--- src/rtl/calc_pkg.sv ---
// rtl/calc_pkg.sv - shared opcodes, response codes, command struct and arithmetic helper for calc_exec
package calc_pkg;

   localparam logic [3:0] CMD_ADD = 4'd1;
   localparam logic [3:0] CMD_SUB = 4'd2;
   localparam logic [3:0] CMD_SHL = 4'd5;
   localparam logic [3:0] CMD_SHR = 4'd6;

   localparam logic [1:0] RESP_NONE = 2'd0;
   localparam logic [1:0] RESP_OK   = 2'd1;
   localparam logic [1:0] RESP_ERR  = 2'd2;

   typedef struct packed {
      logic [1:0]  tag;
      logic [3:0]  cmd;
      logic [31:0] op1;
      logic [31:0] op2;
   } calc_cmd_t;

   typedef struct packed {
      logic [1:0]  resp;
      logic [31:0] data;
   } calc_result_t;

   typedef enum logic [1:0] {
      ST_IDLE,
      ST_EXEC,
      ST_SHIFT
   } calc_state_t;

   // Shifts report success with op1 unchanged; the caller supplies the shifted value.
   function automatic calc_result_t calc_arith(input logic [3:0] cmd,
                                               input logic [31:0] a,
                                               input logic [31:0] b);
      calc_result_t r;
      logic [32:0]  sum;
      r.resp = RESP_ERR;
      r.data = '0;
      sum    = {1'b0, a} + {1'b0, b};
      case (cmd)
         CMD_ADD: begin
            if (!sum[32]) begin
               r.resp = RESP_OK;
               r.data = sum[31:0];
            end
         end
         CMD_SUB: begin
            if (b <= a) begin
               r.resp = RESP_OK;
               r.data = a - b;
            end
         end
         CMD_SHL, CMD_SHR: begin
            r.resp = RESP_OK;
            r.data = a;
         end
         default: begin
            r.resp = RESP_ERR;
         end
      endcase
      return r;
   endfunction

endpackage

--- src/rtl/calc_cmd_fifo.sv ---
// rtl/calc_cmd_fifo.sv - synchronous command FIFO with full/empty flags and occupancy count
module calc_cmd_fifo #(
   parameter int DEPTH = 4,
   parameter int WIDTH = 70,
   parameter int CNT_W = $clog2(DEPTH) + 1
) (
   input  logic             clk,
   input  logic             reset,
   input  logic             push,
   input  logic [WIDTH-1:0] wr_data,
   input  logic             pop,
   output logic [WIDTH-1:0] rd_data,
   output logic             full,
   output logic             empty,
   output logic [CNT_W-1:0] count
);

   localparam int AW = (DEPTH > 1) ? $clog2(DEPTH) : 1;

   logic [WIDTH-1:0] mem [DEPTH];
   logic [AW-1:0]    wr_ptr;
   logic [AW-1:0]    rd_ptr;
   logic             do_push;
   logic             do_pop;

   assign full    = (count == CNT_W'(DEPTH));
   assign empty   = (count == '0);
   assign do_pop  = pop && !empty;
   assign do_push = push && (!full || do_pop);
   assign rd_data = mem[rd_ptr];

   always_ff @(posedge clk) begin
      if (do_push) begin
         mem[wr_ptr] <= wr_data;
      end
   end

   // Pointers wrap naturally because DEPTH is a power of two.
   always_ff @(posedge clk) begin
      if (reset) begin
         wr_ptr <= '0;
         rd_ptr <= '0;
         count  <= '0;
      end else begin
         if (do_push) begin
            wr_ptr <= wr_ptr + 1'b1;
         end
         if (do_pop) begin
            rd_ptr <= rd_ptr + 1'b1;
         end
         case ({do_push, do_pop})
            2'b10:   count <= count + 1'b1;
            2'b01:   count <= count - 1'b1;
            default: count <= count;
         endcase
      end
   end

endmodule

--- src/rtl/calc_exec.sv ---
// rtl/calc_exec.sv - queued add/sub/shift execution stage; CALC_EXEC_FAST_SHIFT_EN selects barrel shifts
module calc_exec
   import calc_pkg::*;
#(
   parameter int FIFO_DEPTH = 4,
   parameter int CNT_W      = $clog2(FIFO_DEPTH) + 1
) (
   input  logic        clk,
   input  logic        reset,
   input  logic [69:0] pkt_in,
   output logic        out_valid,
   output logic [1:0]  out_tag,
   output logic [1:0]  out_resp,
   output logic [31:0] out_data,
   output logic        fifo_full,
   output logic        drop_err
);

   calc_cmd_t    pkt;
   calc_cmd_t    head;
   calc_cmd_t    work;
   calc_state_t  state;
   calc_result_t arith;

   logic             push;
   logic             pop;
   logic             drop;
   logic             fifo_full_w;
   logic             fifo_empty;
   logic [CNT_W-1:0] fifo_count;
   logic             is_shift;
   logic             finish;
   logic [4:0]       shamt;
   logic [1:0]       res_resp;
   logic [31:0]      res_data;

   assign pkt       = pkt_in;
   assign push      = (pkt.cmd != 4'd0) && (!fifo_full_w || pop);
   assign drop      = (pkt.cmd != 4'd0) && fifo_full_w && !pop;
   assign fifo_full = (fifo_count == CNT_W'(FIFO_DEPTH));
   assign is_shift  = (work.cmd == CMD_SHL) || (work.cmd == CMD_SHR);
   assign shamt     = work.op2[4:0];
   assign pop       = !fifo_empty && ((state == ST_IDLE) || finish);

   calc_cmd_fifo #(
      .DEPTH (FIFO_DEPTH),
      .WIDTH (70),
      .CNT_W (CNT_W)
   ) u_fifo (
      .clk     (clk),
      .reset   (reset),
      .push    (push),
      .wr_data (pkt),
      .pop     (pop),
      .rd_data (head),
      .full    (fifo_full_w),
      .empty   (fifo_empty),
      .count   (fifo_count)
   );

`ifdef CALC_EXEC_FAST_SHIFT_EN
   assign finish = (state == ST_EXEC);
`else
   logic        iterate;
   logic [4:0]  sh_cnt;
   logic [31:0] sh_val;
   logic [31:0] sh_next;

   assign iterate = is_shift && (shamt != 5'd0);
   assign sh_next = (work.cmd == CMD_SHL) ? {sh_val[30:0], 1'b0} : {1'b0, sh_val[31:1]};
   assign finish  = ((state == ST_EXEC) && !iterate) || ((state == ST_SHIFT) && (sh_cnt == 5'd1));
`endif

   always_comb begin
      arith    = calc_arith(work.cmd, work.op1, work.op2);
      res_resp = arith.resp;
      res_data = arith.data;
`ifdef CALC_EXEC_FAST_SHIFT_EN
      if (is_shift) begin
         res_data = (work.cmd == CMD_SHL) ? (work.op1 << shamt) : (work.op1 >> shamt);
      end
`else
      // The last shift step is folded into the response so no extra cycle is spent.
      if (state == ST_SHIFT) begin
         res_data = sh_next;
      end
`endif
   end

   always_ff @(posedge clk) begin
      if (reset) begin
         state     <= ST_IDLE;
         work      <= '0;
         out_valid <= 1'b0;
         out_tag   <= '0;
         out_resp  <= RESP_NONE;
         out_data  <= '0;
         drop_err  <= 1'b0;
`ifndef CALC_EXEC_FAST_SHIFT_EN
         sh_cnt    <= '0;
         sh_val    <= '0;
`endif
      end else begin
         out_valid <= 1'b0;
         out_tag   <= '0;
         out_resp  <= RESP_NONE;
         out_data  <= '0;
         if (drop) begin
            drop_err <= 1'b1;
         end
         if (pop) begin
            work <= head;
         end
         if (finish) begin
            out_valid <= 1'b1;
            out_tag   <= work.tag;
            out_resp  <= res_resp;
            out_data  <= res_data;
         end
         case (state)
            ST_IDLE: begin
               if (!fifo_empty) begin
                  state <= ST_EXEC;
               end
            end
`ifdef CALC_EXEC_FAST_SHIFT_EN
            ST_EXEC: begin
               state <= fifo_empty ? ST_IDLE : ST_EXEC;
            end
`else
            ST_EXEC: begin
               if (iterate) begin
                  sh_cnt <= shamt;
                  sh_val <= work.op1;
                  state  <= ST_SHIFT;
               end else begin
                  state  <= fifo_empty ? ST_IDLE : ST_EXEC;
               end
            end
            ST_SHIFT: begin
               sh_val <= sh_next;
               sh_cnt <= sh_cnt - 5'd1;
               if (sh_cnt == 5'd1) begin
                  state <= fifo_empty ? ST_IDLE : ST_EXEC;
               end
            end
`endif
            default: begin
               state <= ST_IDLE;
            end
         endcase
      end
   end

endmodule

--- config.mk ---
export PLATFORM = sky130hd
export DESIGN_NAME = calc_exec
export DESIGN_NICKNAME = d
export VERILOG_FILES = /design/src/rtl/calc_pkg.sv /design/src/rtl/calc_cmd_fifo.sv /design/src/rtl/calc_exec.sv
export SDC_FILE = /design/constraint.sdc
export NUM_CORES = 1
export LEC_CHECK = 0
export BUFFER_PORTS_ARGS = -buffer_cell sky130_fd_sc_hd__buf_2
export CAP_MARGIN = 30
export CORE_MARGIN = 2
export CORE_UTILIZATION = 60
export CTS_CLUSTER_SIZE = 25
export DETAILED_ROUTE_END_ITERATION = 8
export PLACE_DENSITY = 0.78
export SLEW_MARGIN = 20
export SYNTH_ARGS = -nofsm -noshare
export SYNTH_HDL_FRONTEND = slang
export SYNTH_SLANG_ARGS = --single-unit
export TNS_END_PERCENT = 1
--- constraint.sdc ---
create_clock -name clk -period 4.9 [get_ports clk]
set_clock_uncertainty 0.15 [all_clocks]
set_input_delay 0.245 -clock clk [delete_from_list [all_inputs] [get_ports clk]]
set_output_delay 0.245 -clock clk [all_outputs]
set_load 0.05 [all_outputs]
; Yosys cells after proc, flatten, opt, wreduce, memory -nomap -nowiden
; Memory sizes are Yosys's and may differ from the RTL's. A register that Yosys moved wholly into a read port is not among the register bits.
; Index checks and enable logic that the tools add are counted.
[word_totals]
reg_bits = 84
ramBits = 280
input_bits = 72
out_inout_bits = 39
wordCells = 81
n_memories = 1
[memory_table]
columns = memory, words, width, read_ports, rd_clocked_by_memory_dff, wr, line
row1 = u_fifo.mem, 4, 70, 1, 1, 1, calc_cmd_fifo.sv:20  ; logic [WIDTH-1:0] mem [DEPTH];
[op_classes]
n_addsub = 7
magnitude_cmp = 1
eq_ne = 13
n_mux = 19
bitwise = 1
n_reduce_logical = 28
[op_table]
columns = operator, count
row1 = $mux 32, 3
row2 = $pmux 32 s3, 1
row3 = $mux 34, 2
row4 = $pmux 32 s2, 1
row5 = $add 32x32->33, 1
row6 = $le 32x32->1, 1
row7 = $sub 32x32->32, 1
row8 = $pmux 2 s3, 2
row9 = $pmux 5 s2, 1
row10 = $logic_and 1x1->1, 9
row11 = $eq 4x3->1 const B, 2
row12 = $mux 2, 3
row13 = $pmux 3 s2, 1
row14 = $eq 5x1->1 const B, 1
row15 = $logic_or 1x1->1, 5
row16 = $mux 5, 1
row17 = $reduce_bool 5->1, 1
row18 = $sub 5x1->5 const B, 1
row19 = $add 2x1->2 const B, 2
row20 = $eq 2x1->1 const B, 2
row21 = $eq 2x2->1 const B, 2
row22 = $eq 4x1->1 const B, 1
row23 = $eq 4x2->1 const B, 1
row24 = $logic_not 1->1, 4
row25 = other kinds (13), 20

; Depth between registers and ports, before layout
[logic_depth]
word_depth = 13
depth_mapped = 16

; Modules after synthesis
; A second synthesis with hierarchy kept.
[unflattened]
cells_unflattened = 1761
hier_area_um2 = 20338.3
[by_module_without_submodules]
columns = module, n_inst, cells_each, area_per_inst_um2, seq_area_each_um2
row1 = calc_cmd_fifo, 1, 425, 10610.2, 8588.2
row2 = calc_exec, 1, 1336, 9728.1, 2942.8

; Least setup slack after synthesis
; No wires, ideal clock.
[synth_timing]
path_kind = register to register
startpoint = reg sh_cnt[0]
endpoint = mem u_fifo.mem[0][0], enable pin
setup_time_ps = 436
t_arrival_ps = 3150
t_required_ps = 4314
setup_slack_ps = 1165
stages_incl_launch_ff = 10
path_buffers = 1
period_less_slack_ps = 3735
path_cell_list = dfxtp_1 ha_1 nand3b_1 or2_2 nand2_1 nand2_1 and2_1 nor2b_1 clkbuf_1 and2_1
[synth_via]
elab_chain_len = 10
[synth_rtl]
columns = item, line
row1 = "start, declared", calc_exec.sv:65  ; logic [4:0] sh_cnt;
row2 = "start signal, assigned", calc_exec.sv:133  ; sh_cnt <= shamt;
row3 = "start signal, assigned", calc_exec.sv:142  ; sh_cnt <= sh_cnt - 5'd1;
row4 = $eq 5x1->1 (*), calc_exec.sv:71  ; assign finish = ((state == ST_EXEC) && !iterate) || ((state == ST_SHIFT) && (sh_cnt == 5'd1));
row5 = $logic_and 1x1->1 (*), calc_exec.sv:71
row6 = $logic_or 1x1->1 (*), calc_exec.sv:71
row7 = $logic_or 1x1->1 (*), calc_exec.sv:43  ; assign pop = !fifo_empty && ((state == ST_IDLE) || finish);
row8 = $logic_and 1x1->1 (*), calc_exec.sv:43
row9 = $logic_or 1x1->1 or $logic_and 1x1->1 (tied branches), "calc_exec.sv:38, calc_cmd_fifo.sv:28"
row10 = $logic_and 1x1->1 or $logic_or 1x1->1 (tied branches), "calc_exec.sv:38, calc_cmd_fifo.sv:29"
row11 = $logic_and 1x1->1 (*), calc_cmd_fifo.sv:29  ; assign do_push = push && (!full || do_pop);
row12 = $mux 1 (*), calc_cmd_fifo.sv:33  ; if (do_push) begin
row13 = $mux 1 (implied by the code) (*), calc_cmd_fifo.sv:34  ; mem[wr_ptr] <= wr_data;
row14 = "end, declared", calc_cmd_fifo.sv:20
; Mark *: on every way between the ends. The rest lies on a longest branch, timed or not.

; Worst setup path in the final report
[layout_timing]
startpoint = reg, netlist name work[41]
endpoint = reg out_data[17]
[layout_via]
elab_chain_len = 4
[layout_rtl]
columns = item, line
row1 = "$sub 32x32->32, or another cell as far along", calc_pkg.sv:50  ; r.data = a - b;
row2 = "$mux 34, on equally long branches", "calc_pkg.sv:48, calc_pkg.sv:42"
row3 = $pmux 32 s3 (*), calc_pkg.sv:40  ; case (cmd)
row4 = $mux 32 (*), calc_exec.sv:84  ; if (state == ST_SHIFT) begin
row5 = "end signal, assigned", calc_exec.sv:118  ; out_data <= res_data;
row6 = "end, declared", calc_exec.sv:14  ; output logic [31:0] out_data,
; Marked as above.
; A chain may end at the register's enable or synchronous reset.

==> results.md <==
- The setup-violating endpoint count in the final report is 0.
- Measured against its own limit, the worst slew margin works out to 0.351.
- The setup slack at placement is 0.869 ns.
- The final standard cell area without fillers is 23800 um2.
- The count of pins over their slew limit came to 0.
- The dominant cell type by area after synthesis is edfxtp_1.
- The post-layout utilization of the core is 0.706.
- In this run the cell area measured after placement is 21600 um2.
- After clock tree synthesis, the clock-pin slew on the worst setup and hold paths is 0.06 ns.
- The count of nets after finishing is 2104.
- Dividing the final minimum period by the clock period gives 0.868.
- The number of buffers created by CTS is 43.
- The tree built by TritonCTS fans out to 434 sinks.
- The root buffer cell is clkbuf_16.
- The total die area is approximately 36000 um2.
- The synthesized netlist contains between 80 and 90 unique library cells.
- Dividing the synthesized area by the synthesized cell count gives roughly 11 um2.
- The antenna violation net count after detailed routing is 0.
- For this run, global-route usage on met2 was measured as 0.539.
- After synthesis the cells add up to 20600 um2.
- The iteration count of the initial detailed-routing pass is 6.
- The floorplan step set the die width to 189 um.
- The number of rows created at floorplan is 67.
- Across all hold checks on the routed design, the worst slack comes to roughly 0.018 ns.
- The standard cell core area is 33700 um2.
- Power spread over the standard cell area amounts to ~640 nW/um2.
- The initial utilization of the core area, before any placement, comes to 0.611.
- The number of cells on the worst reg-to-reg path is 11.
- Detailed placement ended at an HPWL of 40500 um.
- Of the synthesized area, sequential elements account for 0.558.
- Yosys instantiated no cell more often than nand2_1.
- TritonCTS built the clock tree.
- In this run the deepest clock path goes through 3 buffers.
- Yosys attributes the largest share of cell area to edfxtp_1, dfxtp_1, mux4_2, nand2_1, ha_1.
- The depth of the worst hold-timing path is 2.
- The final sum of negative setup slack is 0 ns.
- The number of flops mapped to enable cells by yosys is 280.
- The synthesized netlist net count is 1952.
- The area growth from synthesis to layout is 15.5%.
- After synthesis, the most frequently instantiated cells are nand2_1, edfxtp_1, a21oi_1, dfxtp_1, nor2_1.
- The type of the worst setup path is reg2reg.
- The kind of capture point of the worst setup path is a flop.
- The fraction of met3 tracks used by global routing is 0.0734.
- The post-detailed-route via-to-cell ratio is about 6.5.
- The H-tree was split into 2 levels.
- The later pin in the worst-skew pair is clocked with a latency of around 0.6 ns.
- The worst setup path is launched from a flop.
- The via count of the first global-routing pass was ~15000.
- The static leakage is approximately 8.7 nW.
- Data on the critical path arrives at its endpoint at 4.59 ns.
- The number of violations reported at the end of detailed-routing iteration 0 is 1861.
- The number of endpoints with negative hold slack in the final report is 0.
- The flow ran to the end, and the final reports show no timing, DRC or antenna violations.
- The path type of the worst min-delay path is in2reg.
- Among all flip-flop cells after synthesis, the most frequent one is edfxtp_1.
- VDD sags by at most around 420 uV.
- The worst-case setup margin in the final layout is 0.648 ns.
- Yosys printed 0 warnings.
- Of all nets on the critical path, the largest fanout is 18.
- The DRC violation count after routing is 0.
- The register-to-register path setup slack is about 0.65 ns.
- The number of max-cap violations is 0.
- The leftover overflow at the end of global routing is 0.
- The final weighted congestion in routability-driven placement is a little under 1.
- The average wire per standard cell is 25.2 um.
- Counting flops and latches in the post-synthesis netlist gives roughly 430.
- For met1 alone, demand over resource in global routing was 0.495.
- The post-CTS repair timing setup buffer count is 0.
- The worst path in the final design needs a cycle of approximately 4.3 ns, including I/O delays and setup.
- The number of antenna violations at the first check in global routing is 2.
- Summed over all layers, the routed wires come to 61500 um.
- At the worst endpoint, the required time is about 5.2 ns.
- The first-pass GRT wire length is 93000 um.
- The height of the chip is 189 um.
- The proportion of register bits with asynchronous set or reset after synthesis is 0.
- Setup repair after global routing left no endpoint under its margin.
- The share of Yosys cell area claimed by the top area cell type is 0.408.
- For this block, the via count after detailed routing is approximately 16000.
- Synthesis handed over a netlist of 1806 instances.
- The share of layout cells above drive strength 1 is 0.157.
- During I/O placement, the number of pins put on the boundary was 111.
- Input and output buffers added on the ports amount to 110.
- Based on the critical path, the design can be clocked at up to 0.235 GHz.
- Across every metal layer, demand over resource in global routing totals 0.346.
- After global routing, the most crowded layer is met2.
- The worst-margin pin slew is between 0.9 and 1 ns.
- The largest net degree at the start of global routing is 73.
-- worst max-delay path, stage by stage, from the launching register on --
cell	delay (ns)
dfxtp_1	0.42
ha_1	0.55
inv_2	0.12
a21oi_1	0.19
o31ai_1	0.13
o41ai_2	0.59
o32ai_1	0.24
nor3_2	0.78
buf_4	0.42
a221o_1	0.21
a22oi_1	0.10
o22ai_1	0.25
-- cells in the final DEF, fill, tap and decap left out, types with 28 or more instances in the layout --
master / synthesis / layout
a211oi_1: 28 / 28
clkbuf_16: 0 / 43
nor3_1: 34 / 34
buf_2: 20 / 109
mux4_2: 70 / 70
dfxtp_1: 154 / 152
inv_1: 75 / 75
edfxtp_1: 280 / 280
a21oi_1: 169 / 169
nor2_1: 101 / 99
nand2_1: 284 / 284
buf_4: 4 / 31
ha_1: 71 / 71
dlygate4sd3_1: 0 / 70
o21ai_0: 45 / 45
-- routing by layer --
layer  share of wire  vias up  routed length [um]
met5         0.00029        -                  18
met4           0.024        2                1500
met3           0.092      115                5680
met2            0.46      826               28600
met1            0.42     7864               25700
li1                -     7023                   -
-- sequential cells by signal, summed over array words and instances, names as in the netlist, 2 cells and up --
signal	count
state	2
shamt	5
out_resp	2
out_data	32
out_tag	2
u_fifo.mem	280
u_fifo.wr_ptr	2
work	65
u_fifo.rd_ptr	2
u_fifo.count	3
sh_cnt	5
sh_val	32
-- repair_timing --
| action | 4_1_cts | 5_1_grt |
|---|---|---|
| hold buffers | 70 | 0 |
| hold endpoints to repair | 281 | 0 |
| resized for setup | 0 | 0 |
-- final timing paths --
| kind | to | start |
|---|---|---|
| max | out_data[17]$_SDFF_PP0_ | work[41]$_SDFFE_PP0N_ |
| min | u_fifo.wr_ptr[0]$_SDFFE_PP0P_ | reset |
| max reg2reg | out_data[17]$_SDFF_PP0_ | work[41]$_SDFFE_PP0N_ |
| min reg2reg | work[68]$_SDFFE_PP0N_ | work[68]$_SDFFE_PP0N_ |
-- area by class of cell --
type / instances / area, um2
timing repair buffer: 218 / 1630
clock buffer: 64 / 1250
inverter: 80 / 300
fill: 2323 / 9920
antenna: 1 / 2.50
tap: 448 / 561
multi-input combinational: 1181 / 8350
sequential: 434 / 11500
clock inverter: 16 / 189
-- cells by family after synthesis --
family	share of synthesized area
buffers and inverters	0.0375
flip-flops	0.558
AND/OR/NAND/NOR	0.124
multiplexers	0.0858
adder cells (fa/ha/maj)	0.0461
AO/OA/AOI/OAI	0.138
XOR/XNOR	0.0106
-- stage by stage --
stage / instances / power (mW)
final: 2442 / 15.2
after global routing: 2442 / 15.9
after CTS: 2439 / 15.0
after detailed placement: 2289 / 11.6
after global placement: 2288 / 11.5
after floorplan: 1806 / 9.55
-- power by group --
| part | leakage [nW] | switching, mW | internal, mW |
|---|---|---|---|
| logic | 4.09 | 4.47 | 2.41 |
| clock network | 0.706 | 1.44 | 1.94 |
| registers | 3.88 | 0.547 | 4.42 |
| total | 8.67 | 6.46 | 8.78 |
(Power assumes the default switching activity.)
